### src/rtl/alu_issue.sv
// Issue/writeback sequencer in front of a single-cycle-latency ALU.
// Owns a 32-entry register file, issues one instruction at a time and commits ALU results.
module alu_issue #(
  parameter int unsigned WIDTH   = 32,
  parameter int unsigned TIMEOUT = 15
) (
  input  logic             i_clk,
  input  logic             i_rst,
  input  logic             i_in_valid,
  output logic             o_in_ready,
  input  logic [WIDTH-27:0] i_in_op,
  input  logic [4:0]       i_in_rs1,
  input  logic [4:0]       i_in_rs2,
  input  logic [4:0]       i_in_rd,
  input  logic [WIDTH-1:0] i_in_imm,
  input  logic             i_in_use_imm,
  output logic             o_alu_en,
  output logic [WIDTH-27:0] o_alu_op,
  output logic [WIDTH-1:0] o_alu_a,
  output logic [WIDTH-1:0] o_alu_b,
  input  logic [WIDTH-1:0] i_alu_result,
  input  logic             i_alu_valid,
  output logic             o_wb_valid,
  output logic [4:0]       o_wb_rd,
  output logic [WIDTH-1:0] o_wb_data,
  output logic             o_err,
  input  logic [4:0]       i_dbg_addr,
  output logic [WIDTH-1:0] o_dbg_data
);

  localparam int unsigned OpW        = WIDTH - 26;
  localparam logic [7:0]  TimeoutCnt = 8'(TIMEOUT);

  typedef enum logic [1:0] {StIdle, StIssue, StWait} state_e;

  state_e           r_state, w_state_d;
  logic [7:0]       r_cnt, w_cnt_d, w_cnt_inc;
  logic             r_alu_en, w_alu_en_d;
  logic [OpW-1:0]   r_alu_op, w_alu_op_d;
  logic [WIDTH-1:0] r_alu_a, w_alu_a_d;
  logic [WIDTH-1:0] r_alu_b, w_alu_b_d;
  logic [4:0]       r_rd, w_rd_d;
  logic             r_wb_valid, w_wb_valid_d;
  logic [4:0]       r_wb_rd, w_wb_rd_d;
  logic [WIDTH-1:0] r_wb_data, w_wb_data_d;
  logic             r_err, w_err_d;
  logic             w_rf_we;
  logic [WIDTH-1:0] r_rf [32];
  logic [WIDTH-1:0] w_rs1_val, w_rs2_val;

  // x0 is never written, but gate reads anyway so it is zero by construction.
  assign w_rs1_val = (i_in_rs1 == 5'd0) ? '0 : r_rf[i_in_rs1];
  assign w_rs2_val = (i_in_rs2 == 5'd0) ? '0 : r_rf[i_in_rs2];
  assign w_cnt_inc = r_cnt + 8'd1;

  always_comb begin
    w_state_d    = r_state;
    w_cnt_d      = r_cnt;
    w_alu_en_d   = 1'b0;
    w_alu_op_d   = r_alu_op;
    w_alu_a_d    = r_alu_a;
    w_alu_b_d    = r_alu_b;
    w_rd_d       = r_rd;
    w_wb_valid_d = 1'b0;
    w_wb_rd_d    = r_wb_rd;
    w_wb_data_d  = r_wb_data;
    w_err_d      = r_err;
    w_rf_we      = 1'b0;
    unique case (r_state)
      StIdle: begin
        if (i_in_valid) begin
          w_alu_op_d = i_in_op;
          w_alu_a_d  = w_rs1_val;
          w_alu_b_d  = i_in_use_imm ? i_in_imm : w_rs2_val;
          w_rd_d     = i_in_rd;
          w_alu_en_d = 1'b1;
          w_state_d  = StIssue;
        end
      end
      StIssue: begin
        w_cnt_d   = 8'd0;
        w_state_d = StWait;
      end
      StWait: begin
        if (i_alu_valid) begin
          w_rf_we      = (r_rd != 5'd0);
          w_wb_valid_d = 1'b1;
          w_wb_rd_d    = r_rd;
          w_wb_data_d  = i_alu_result;
          w_state_d    = StIdle;
        end else begin
          w_cnt_d = w_cnt_inc;
          if (w_cnt_inc == TimeoutCnt) begin
            w_err_d   = 1'b1;
            w_state_d = StIdle;
          end
        end
      end
      default: w_state_d = StIdle;
    endcase
  end

  always_ff @(posedge i_clk) begin
    if (i_rst) begin
      r_state <= StIdle;
    end else begin
      r_state <= w_state_d;
    end
  end

  always_ff @(posedge i_clk) begin
    if (i_rst) begin
      r_cnt      <= 8'd0;
      r_alu_en   <= 1'b0;
      r_alu_op   <= '0;
      r_alu_a    <= '0;
      r_alu_b    <= '0;
      r_rd       <= 5'd0;
      r_wb_valid <= 1'b0;
      r_wb_rd    <= 5'd0;
      r_wb_data  <= '0;
      r_err      <= 1'b0;
    end else begin
      r_cnt      <= w_cnt_d;
      r_alu_en   <= w_alu_en_d;
      r_alu_op   <= w_alu_op_d;
      r_alu_a    <= w_alu_a_d;
      r_alu_b    <= w_alu_b_d;
      r_rd       <= w_rd_d;
      r_wb_valid <= w_wb_valid_d;
      r_wb_rd    <= w_wb_rd_d;
      r_wb_data  <= w_wb_data_d;
      r_err      <= w_err_d;
    end
  end

  always_ff @(posedge i_clk) begin
    if (i_rst) begin
      for (int i = 0; i < 32; i++) begin
        r_rf[i] <= '0;
      end
    end else if (w_rf_we) begin
      r_rf[r_rd] <= i_alu_result;
    end
  end

  // Ready is masked while reset is held so nothing looks acceptable before release.
  assign o_in_ready = (r_state == StIdle) && !i_rst;
  assign o_alu_en   = r_alu_en;
  assign o_alu_op   = r_alu_op;
  assign o_alu_a    = r_alu_a;
  assign o_alu_b    = r_alu_b;
  assign o_wb_valid = r_wb_valid;
  assign o_wb_rd    = r_wb_rd;
  assign o_wb_data  = r_wb_data;
  assign o_err      = r_err;
  assign o_dbg_data = (i_dbg_addr == 5'd0) ? '0 : r_rf[i_dbg_addr];

endmodule
### config.mk
export PLATFORM = sky130hd
export DESIGN_NAME = alu_issue
export DESIGN_NICKNAME = d
export VERILOG_FILES = /design/src/rtl/alu_issue.sv
export SDC_FILE = /design/constraint.sdc
export NUM_CORES = 2
export LEC_CHECK = 0
export CAP_MARGIN = 25
export CORE_UTILIZATION = 40
export CTS_CLUSTER_SIZE = 40
export DETAILED_ROUTE_END_ITERATION = 10
export MAX_ROUTING_LAYER = met4
export SETUP_SLACK_MARGIN = 0.4
export SLEW_MARGIN = 0
export SYNTH_ARGS = -nofsm -noshare
export SYNTH_HDL_FRONTEND = slang
export SYNTH_SLANG_ARGS = --single-unit
### constraint.sdc
create_clock -name i_clk -period 3.35 [get_ports i_clk]
set_input_delay 0.5025 -clock i_clk [delete_from_list [all_inputs] [get_ports i_clk]]
set_output_delay 0.5025 -clock i_clk [all_outputs]
set_load 0.01 [all_outputs]
; Word level (Yosys, flattened, before mapping)
; Memory sizes are Yosys's and may differ from the RTL's.
; Cells that the tools add are included.
[classes]
n_addsub = 1
reduce_logical = 16
n_bitwise = 3
mux = 22
n_eq_ne = 6
[op_table]
columns = op, count
row1 = $mux 32, 5
row2 = $reduce_or 32->1, 1
row3 = $pmux 8 s2, 1
row4 = $logic_not 5->1, 3
row5 = $mux 1, 10
row6 = $add 8x1->8 const B, 1
row7 = $eq 8x4->1 const B, 1
row8 = $mux 8, 1
row9 = $reduce_and 2->1, 4
row10 = $mux 2, 3
row11 = $pmux 2 s3, 1
row12 = $mux 5, 1
row13 = $reduce_bool 5->1, 1
row14 = $ne 2x2->1 const B, 2
row15 = $reduce_or 2->1, 2
row16 = $ne 3x3->1 const B, 1
row17 = $not 1->1, 3
row18 = $reduce_and 3->1, 1
row19 = $eq 2x1->1 const B, 1
row20 = $eq 2x2->1 const B, 1
row21 = $logic_not 2->1, 1
row22 = $reduce_bool 2->1, 1
row23 = $logic_and 1x1->1, 1
row24 = $logic_not 1->1, 1
[word_totals]
ff_bits = 125
elab_cells = 60
output_inout_bits = 143
memories = 1
inputBits = 95
mem_bits_rw = 1024
[memory_table]
columns = memory, words, width, read_ports, rd_ports_with_merged_regs, write_ports, line_no
row1 = r_rf, 32, 32, 3, 0, 32, 48  ; logic [WIDTH-1:0] r_rf [32];

; Longest topological paths before layout
[depth]
depth_word = 8
ltp_mapped = 9
depth_no_buf = 7

; Least setup slack after synthesis
; No wires, ideal clock.
[synth_timing]
kind = input to output
from = input i_dbg_addr[1]
to = output o_dbg_data[10]
n_path_buf = 3
setup_slack_ps = 518
stages = 7
required_time_ps = 2847
arrival_ps = 2329
cell_sequence = clkbuf_1 > clkbuf_1 > buf_1 > mux4_2 > mux4_2 > nand2_1 > o21ai_0
[synth_between]
elab_chain_cells = 2
word_cells_on_any_way = 3
classes_between = 1 x mux / 1 x reduce/logical / 1 x memory
[synth_lines]
columns = item, line_no
row1 = from (decl), 27  ; input logic [4:0] i_dbg_addr,
row2 = $mem_v2 32x32 or $logic_not 5->1 (tied branches), n/a
row3 = $mux 32 (*), 157  ; assign o_dbg_data = (i_dbg_addr == 5'd0) ? '0 : r_rf[i_dbg_addr];
row4 = to (decl), 28  ; output logic [WIDTH-1:0] o_dbg_data
; Mark *: on every way between the ends. The rest lies on a longest branch, timed or not.

==> out/qor.csv <==
metric;value;unit
yosysWarnings;0;
timing.slew.headroom;27.8;%
yosys-top-cells-count;edfxtp_1 (1024), and2_1 (993), mux4_2 (800);
htreeDepth;4;
wl;277;mm
overflow;0;
core_area;167000;µm²
via_per_inst;6.71;
initial_core_util;40.3;%
post_synth_inst_count;4602;
setup_tns;0;ns
fin_ws;0.170;ns
io_buffers;237;
syn_area_per_cell;14.6;µm²
vias;48500;
grt_max_degree;56;
hold_violations;0;
arrival;2.68;ns
place.gp.congestion;0.916;
ctsHoldBuffers;0;
stdcell_count;7223;
status;completed;
p_leak;28.6;nW
clkSinkCount;1149;
power_density;468;nW/µm²
synth.cell_area;67200;µm²
critPathLaunchType;flop;
rsz0062_at_grt;yes;
drive_gt1_share;32.5;%
final_max_slew_viol_count;0;
setup_viol;0;
critPathMaxFanout;2;
hold_start;i_rst;
reg2reg_to;r_rf[6][28];
dp_hpwl;164;mm
synth_most_common_cell;edfxtp_1;
fin_crit_sh;94.9;%
worst_setup_path_end_kind;output pin;
drt_iter0_markers;8170;
finClkSkew;0.0363;ns
ys_top_cells_by_area;edfxtp_1 (46%), mux4_2 (27%), and2_1 (9.3%);
synth_seq_cells;1149;
yosysTopAreaCellShare;45.8;%
crit_required;2.85;ns
clock_path_buffers;3;
timing.rr.start;r_state[0];
clk_latency;0.81;ns
drt_drc_violations_left;0;
cts_tree;done;
power;37.5;mW
max_freq;314;MHz
grt_pass1_wl;380;mm
ff2ff_setup_slack;0.60;ns
synth_ff_type;edfxtp_1;
grt_pass1_vias;47000;
nets;4979;
worstMarginPinSlew;1.08;ns
hold_path.class;primary input to flop;
dieArea;170000;µm²
async_flop_share;0;%
track_usage;33.5;%
antenna_found_initial;33;
fin_crit;3.18;ns
dp_cells;6886;
vdd_drop_max;491;µV
synth_top_area_cell;edfxtp_1;
critPathKind;flop to output pin;
reg2reg_depth;8;
die_width;412;µm
synth.distinct_cells;53;
final_core_util;48.0;%
rows;150;
num_io_pins;238;
place_ws;-0.150;ns
hold-path-endpoint;r_rf[0][0];
cap_violations;0;
dr.pass1.iters;6;
synth_edf_count;1024;
yosysSeqAreaShare;49.5;%
cts-root-buf;clkbuf_16;
numCtsBuffers;136;
path_clk_slew;0.06;ns
wl_per_cell;38.4;µm
area_growth;19.2;%
hold_depth;1;
chipHeight;412;µm
ant_nets;0;
-- metal layers --
| metal | vias up | GRT usage (%) | share of wire (%) |
|---|---|---|---|
| met1 | 24900 | 42.9 | 36 |
| met2 | 4104 | 48.2 | 45 |
| li1 | 18600 | - | - |
| met3 | 880 | 9.21 | 13 |
| met4 | 0 | 18.2 | 6.1 |
| met5 | - | - | 0 |
-- stage by stage --
stage                     cell area, µm²  hold WS [ns]
after floorplan                    67300         0.472
after global routing               80000         0.161
after CTS                          79600         0.136
after detailed placement           74700         0.447
after global placement             74600         0.442
final                              80000         0.181
-- flip-flops by register name (all words and copies together), names as in the netlist, 2 cells and up --
register	flops
r_rd	5
r_rf	1024
r_cnt	8
o_wb_data	32
r_state	2
o_wb_rd	5
o_alu_op	6
o_alu_b	32
o_alu_a	32
-- power by group --
part	leakage [nW]	internal, mW	switching [mW]
logic	14.8	2.50	2.95
registers	11.6	16.1	0.497
clock network	2.22	9.07	6.32
-- worst max path at each step --
stage	start	endpoint	slack, ns	cells after the start
floorplan	i_dbg_addr[1]	o_dbg_data[10]	0.52	7
global placement	i_dbg_addr[0]	o_dbg_data[1]	-0.15	8
detailed placement	i_dbg_addr[0]	o_dbg_data[30]	-0.15	9
CTS	r_rf[15][5]	o_dbg_data[5]	0.13	6
global route	r_rf[15][5]	o_dbg_data[5]	0.12	6
finish	r_rf[15][5]	o_dbg_data[5]	0.17	6
-- cell families after synthesis --
group,count (synthesis),share of synthesized area [%]
AND/OR/NAND/NOR,1381,11.9
flip-flops,1149,49.5
multiplexers,1040,30.5
buffers and inverters,572,3.61
AO/OA/AOI/OAI,454,4.32
XOR/XNOR,3,0.0391
adder cells (fa/ha/maj),2,0.0373
other,1,0.00558
-- worst max-delay path: stages, from the launching register on --
cell and delay (ns):
edfxtp_1 0.42, mux4_2 0.51, mux4_2 0.53, inv_1 0.08, o21ai_1 0.06, buf_4 0.17
buf_6 0.12
-- area by class of cell --
class	instances	area, µm²
inverter	68	255
timing repair buffer	615	7070
sequential	1149	33300
clock inverter	56	657
antenna	24	60.1
clock buffer	195	3900
tap	2204	2760
multi-input combinational	2912	32100
fill	14100	86800
-- layout by cell type, fill, tap and decap left out, types with 21 or more instances in the layout --
cell,synthesis,final
nand2_2,0,24
clkdlybuf4s50_1,0,190
a21oi_1,139,139
nor4_1,21,21
mux2_2,66,66
edfxtp_1,1024,1024
conb_1,1,32
buf_4,12,233
clkbuf_1,344,39
nor2_1,64,31
clkbuf_16,0,149
dfxtp_1,125,125
o22ai_1,55,55
a211oi_1,62,62
nand2_1,190,166
buf_12,0,132
nor2_4,0,33
and2_1,993,993
inv_1,68,60
diode_2,0,24
or2_2,32,28
a221oi_1,33,33
o21ai_0,67,38
nor2b_1,24,23
mux2i_1,172,172
mux4_2,800,800
o21bai_1,33,33
o221ai_1,21,21
or3_1,22,22
-- repair_timing --
item,CTS,global route
pin swaps,2,1
gates resized for setup,215,28
endpoints found under the setup margin,32,32
buffers inserted,37,16
Power figures use the tool's default switching activity.
